`src/rtl/drop_scheduler.sv`:
```
// drop_scheduler: walks a note chart and launches lane droppers when each entry
// falls due. It also accumulates the score and the consecutive-hit combo.
// Optional feature: define COMBO_BONUS_EN so that each hit earns an extra
// (combo >> 3) points on top of SCORE_PER_HIT.
module drop_scheduler #(
    parameter int LANES         = 6,
    parameter int SCORE_PER_HIT = 10
) (
    input  logic             frame_clk,
    input  logic             Reset,
    input  logic [7:0]       keycode,
    output logic [4:0]       chart_addr,
    input  logic [11:0]      chart_time,
    input  logic [2:0]       chart_lane,
    input  logic             chart_last,
    input  logic [LANES-1:0] lane_busy,
    input  logic [LANES-1:0] hit,
    input  logic [LANES-1:0] miss,
    output logic [LANES-1:0] launch,
    output logic [15:0]      score,
    output logic [7:0]       combo,
    output logic [1:0]       state
);

    typedef enum logic [1:0] {
        ST_IDLE  = 2'b00,
        ST_PLAY  = 2'b01,
        ST_DRAIN = 2'b10,
        ST_DONE  = 2'b11
    } state_t;

    localparam logic [7:0] KEY_START  = 8'h2C;
    localparam logic [7:0] KEY_ABORT  = 8'h01;
    localparam logic [3:0] LANE_COUNT = 4'(LANES);

    state_t      state_q, state_d;
    logic [11:0] frame_cnt_q, frame_cnt_d;
    logic [4:0]  chart_addr_q, chart_addr_d;
    logic [15:0] score_q, score_d;
    logic [7:0]  combo_q, combo_d;

    logic [LANES-1:0] good_hits;
    logic [3:0]       hit_cnt;
    logic [31:0]      per_hit;
    logic [31:0]      score_sum;
    logic [8:0]       combo_sum;
    logic             lane_valid;
    logic             lane_free;
    logic             entry_due;
    logic             entry_done;
    logic             honour;

    // Count this frame's clean hits and form the unsaturated score and combo sums
    always_comb begin
        good_hits = hit & ~miss;
        hit_cnt   = 4'd0;
        for (int i = 0; i < LANES; i++) begin
            hit_cnt = hit_cnt + 4'(good_hits[i]);
        end
`ifdef COMBO_BONUS_EN
        per_hit = 32'(SCORE_PER_HIT) + {27'd0, combo_q[7:3]};
`else
        per_hit = 32'(SCORE_PER_HIT);
`endif
        score_sum = {16'd0, score_q} + ({28'd0, hit_cnt} * per_hit);
        combo_sum = {1'b0, combo_q} + {5'd0, hit_cnt};
    end

    // Next-state logic, chart walking, launch pulse and score/combo update
    always_comb begin
        state_d      = state_q;
        frame_cnt_d  = frame_cnt_q;
        chart_addr_d = chart_addr_q;
        score_d      = score_q;
        combo_d      = combo_q;
        launch       = '0;
        entry_due    = (frame_cnt_q >= chart_time);
        lane_valid   = ({1'b0, chart_lane} < LANE_COUNT);
        lane_free    = 1'b0;
        entry_done   = 1'b0;
        honour       = (state_q == ST_PLAY) || (state_q == ST_DRAIN);

        for (int i = 0; i < LANES; i++) begin
            if (chart_lane == 3'(i)) begin
                lane_free = ~lane_busy[i];
            end
        end

        case (state_q)
            ST_IDLE: begin
                if (keycode == KEY_START) begin
                    state_d      = ST_PLAY;
                    frame_cnt_d  = 12'd0;
                    chart_addr_d = 5'd0;
                    score_d      = 16'd0;
                    combo_d      = 8'd0;
                end
            end
            ST_PLAY: begin
                if (frame_cnt_q != 12'hFFF) begin
                    frame_cnt_d = frame_cnt_q + 12'd1;
                end
                if (keycode == KEY_ABORT) begin
                    state_d = ST_DONE;
                end else if (entry_due) begin
                    if (!lane_valid) begin
                        entry_done = 1'b1;
                    end else if (lane_free) begin
                        entry_done = 1'b1;
                        for (int i = 0; i < LANES; i++) begin
                            if (chart_lane == 3'(i)) begin
                                launch[i] = 1'b1;
                            end
                        end
                    end
                end
                if (entry_done) begin
                    if (chart_addr_q != 5'd31) begin
                        chart_addr_d = chart_addr_q + 5'd1;
                    end
                    if (chart_last || (chart_addr_q == 5'd31)) begin
                        state_d = ST_DRAIN;
                    end
                end
            end
            ST_DRAIN: begin
                if ((keycode == KEY_ABORT) || (lane_busy == '0)) begin
                    state_d = ST_DONE;
                end
            end
            ST_DONE: begin
                if (keycode == KEY_ABORT) begin
                    state_d = ST_IDLE;
                end
            end
            default: state_d = ST_IDLE;
        endcase

        if (honour) begin
            score_d = (score_sum > 32'h0000_FFFF) ? 16'hFFFF : score_sum[15:0];
            if (miss != '0) begin
                combo_d = 8'd0;
            end else begin
                combo_d = combo_sum[8] ? 8'hFF : combo_sum[7:0];
            end
        end
    end

    // State and datapath registers, cleared asynchronously by reset
    always_ff @(posedge frame_clk or negedge Reset) begin
        if (!Reset) begin
            state_q      <= ST_IDLE;
            frame_cnt_q  <= 12'd0;
            chart_addr_q <= 5'd0;
            score_q      <= 16'd0;
            combo_q      <= 8'd0;
        end else begin
            state_q      <= state_d;
            frame_cnt_q  <= frame_cnt_d;
            chart_addr_q <= chart_addr_d;
            score_q      <= score_d;
            combo_q      <= combo_d;
        end
    end

    assign chart_addr = chart_addr_q;
    assign score      = score_q;
    assign combo      = combo_q;
    assign state      = state_q;

endmodule

```
`config.mk`:
```
export PLATFORM = sky130hd
export DESIGN_NAME = drop_scheduler
export DESIGN_NICKNAME = d
export VERILOG_FILES = /design/src/rtl/drop_scheduler.sv
export SDC_FILE = /design/constraint.sdc
export NUM_CORES = 1
export LEC_CHECK = 0
export CORE_UTILIZATION = 58
export DETAILED_ROUTE_END_ITERATION = 10
export DONT_BUFFER_PORTS = 1
export PLACE_DENSITY = 0.87
export SYNTH_ARGS = -nofsm -noshare
export SYNTH_HDL_FRONTEND = slang
export SYNTH_SLANG_ARGS = --single-unit
```
`constraint.sdc`:
```
create_clock -name frame_clk -period 2.2 [get_ports frame_clk]
set_input_delay 0.44 -clock frame_clk [delete_from_list [all_inputs] [get_ports frame_clk]]
set_output_delay 0.44 -clock frame_clk [all_outputs]
set_load 0.05 [all_outputs]
```
==> results.md <==
* ANT cells at 0
* Worst-path clk slew at 0.09 ns
* Total GRT Usage at 38.5%
* CP max stage cell: fa_2
* Tmin final at 4.16 ns
* Most frequent cell after synthesis: dfrtp_1
* Vias in the first global route at 3849
* Status: finished with violations
* Dpl cells at 530
* Crit. End Element: flip-flop
* Core area at 0.00561 mm^2
* Share of the synthesized area in the top cell type at 31.4%
* Total wire length at 14000 um
* Clk root buf: clkbuf_8
* Pleak at 2.08 nW
* Setup Skew at 0.00938 ns
* Crit path max fanout at 5
* CTS tree: yes
* Tcrit/Tclk final at 189%
* Setup TNS at -44.16 ns
* Area of all sequential standard cells at 0.00108 mm^2
* Via density per instance at 7.49
* Hpwl dp at 7610 um
* Nets@finish at 558
* Cell Area, Synth at 0.00343 mm^2
* WL/cell at 25.5 um
* Hold crit path type: input port to flip-flop
* Number of remaining DRC errors at 0
* H-tree depth at 2
* Final setup viols at 38
* Initial core utilization at 61.2%
* Slew Limit Headroom at 26.5%
* Ranking of synthesized cells by area: dfrtp_1 (31%), ha_1 (12%), a21oi_1 (4.2%)
* Netlist cell types at 59
* Top cell family by delay on the critical path: adder cells
* Most frequent CP cell: ha_4
* Final hold violations at 0
* Die area at 0.00623 mm^2
* IR drop worst, VDD at 0.000621 V
* Yosys reg bits at 43
* Cts bufs inserted at 5
* Number of flops mapped to enable cells by yosys at 0
* Fmax at 240 MHz
* Synth Area per Inst at 8.82 um^2
* R2R setup slack at -0.20 ns
* Buf/Inv on CP at 3
* Max incr delay on CP at 0.60 ns
* DR iter-0 viols at 582
* Clk Latency, worst-skew pair at 0.30 ns
* Routability Congestion at 0.937
* Failing checks: negative setup slack
* Worst setup margin at -1.96 ns
* # rows at 27
* Final cell count without fillers at 549
* Simple-Gate Fraction of Synth Area at 21.6%
* Final number of max-transition violations at 0
* Remaining Overflow, GRT at 0
* Top-Level Pins at 81
* Area of the multi-input gates at 0.00272 mm^2
* PortBufs at 0
* Synth Warn # at 0
* Largest family of logic cells by synthesized area: compound AO/OA/AOI/OAI gates
* DR vias at 4113
* First-pass iteration count of the detailed router at 5
* Ys flop type: dfrtp_1
* Crit path cell chain: nor2b_4 -> fa_1 -> inv_2 -> fa_1 -> inv_2 -> ha_4 -> fa_2 -> ha_4 -> ha_4 -> ha_4 -> nand4_1 -> a31oi_4 -> o211ai_1 -> buf_4 -> o31a_1 -> o21ai_2
* Mux cell area share after synthesis at 0.912%
* Share of cells above drive strength 1 at 37.9%
* Most common library cells after synthesis: dfrtp_1 (43), ha_1 (33), a21oi_1 (29), inv_1 (29), nand2_1 (29)
* Antenna violations before repair at 1
* Sink Count at 43
* Power per cell area at 719 mW/mm^2
* Post-Synth XOR/XNOR Area at 3.83%
* Pin count of the biggest net entering global routing at 44
* Fraction of the mapped netlist area in adder cells at 15.0%
* Register area share after synthesis at 31.4%
* Antenna Nets Post-Route at 0
* Asr flop ratio synth at 100%
* Critical path required time at 2.41 ns
* RSZ-0062 raised after global routing: true
* FILL cells at 235
* Leading area contributor after synthesis: dfrtp_1
* Max-cap viol count at 0
* Startpoint types: input port
* Tightest Pin Transition at 1.10 ns
* Mapped Nets at 471
* Arr. time, crit path at 4.37 ns
* Synth Area in Compound Gates at 23.1%
* First-pass GRT wire length at 18300 um
* P&R area growth vs syn at 41.9%
* Die width at 78.9 um
* Clock Path Buffers at 2
* Die span in y at 78.9 um
* Crit Path Category: input port to flip-flop
* Mapped Cells at 389
## repair_timing
item                                    in CTS  in global routing
gates resized for setup                     16                 32
pin swaps                                   18                 20
cloned                                       0                  1
endpoints found under the hold margin       43                  0
hold buffers                                 2                  0
setup buffers                                5                  4
endpoints found under the setup margin      33                 39
## worst register-to-register path, stage by stage (launching register included)
cell and delay, ns:
dfrtp_2 0.42, inv_2 0.13, ha_2 0.34, o21ai_1 0.87, nor3_1 0.19, nor3_1 0.32
## cell usage in the layout (no fill, tap or decap), types with 8 or more instances in the layout
cell type  count
a21o_1        10
a21oi_1       20
a31oi_1        9
buf_4         77
dfrtp_1       39
ha_1          16
ha_4          15
inv_1         18
inv_2          8
nand2_1       26
nand3_1        9
nand4_1        8
nor2_1        16
nor2b_1        9
nor3_1        10
o21ai_1       21
xnor2_1       10
## metrics by stage
step	hold WS [ns]	util, %	cell area [um^2]	power, mW	setup WS, ns
final	0.429	86.8	4870	3.50	-1.96
after global routing	0.439	86.8	4870	3.61	-2.02
after CTS	0.408	83.9	4700	3.21	-1.71
after detailed placement	0.145	79.7	4470	2.62	-2.18
after global placement	0.145	79.7	4470	2.53	-1.94
after floorplan	0.144	-	3770	2.07	-2.05
## layout make-up
cell class | count | area share [%]
timing repair buffer | 89 | 15.9
tap | 72 | 1.85
inverter | 29 | 2.54
sequential | 43 | 22.2
multi-input combinational | 308 | 55.9
clock buffer | 7 | 1.57
clock inverter | 1 | 0.103
## final timing paths
check	cells past startpoint	from	end
setup / recovery	16	hit[3]	score[11]
hold / removal	2	chart_last	flip-flop
max in group asynchronous	2	Reset	chart_addr[1]
setup reg to reg	5	flip-flop	score[14]
min in group asynchronous	2	Reset	score[2]
hold reg to reg	1	state[0]	state[0]
## report_power, final
group,total [mW],internal (mW),switching [mW]
clock network,0.531,0.224,0.307
registers,1.00,0.884,0.120
logic,1.97,0.794,1.17
## sequential cells by signal (all words and copies together) (netlist names), named ones only
register / flops
score: 16
frame_cnt_q: 12
combo: 8
chart_addr: 5
state: 1
## metal layers
metal | GRT usage, % | part of all wire [%] | vias to the layer above
met5 | 0 | 0.086 | -
met4 | 27.5 | 9.5 | 2
met3 | 10.0 | 13 | 172
met2 | 64.2 | 45 | 457
met1 | 42.6 | 33 | 1878
li1 | - | - | 1604
## cells by family after synthesis
kind of cell | after synthesis
XOR/XNOR | 15
AND/OR/NAND/NOR | 133
buffers and inverters | 38
flip-flops | 43
AO/OA/AOI/OAI | 119
multiplexers | 3
adder cells (fa/ha/maj) | 38
Power figures use the tool's default switching activity.
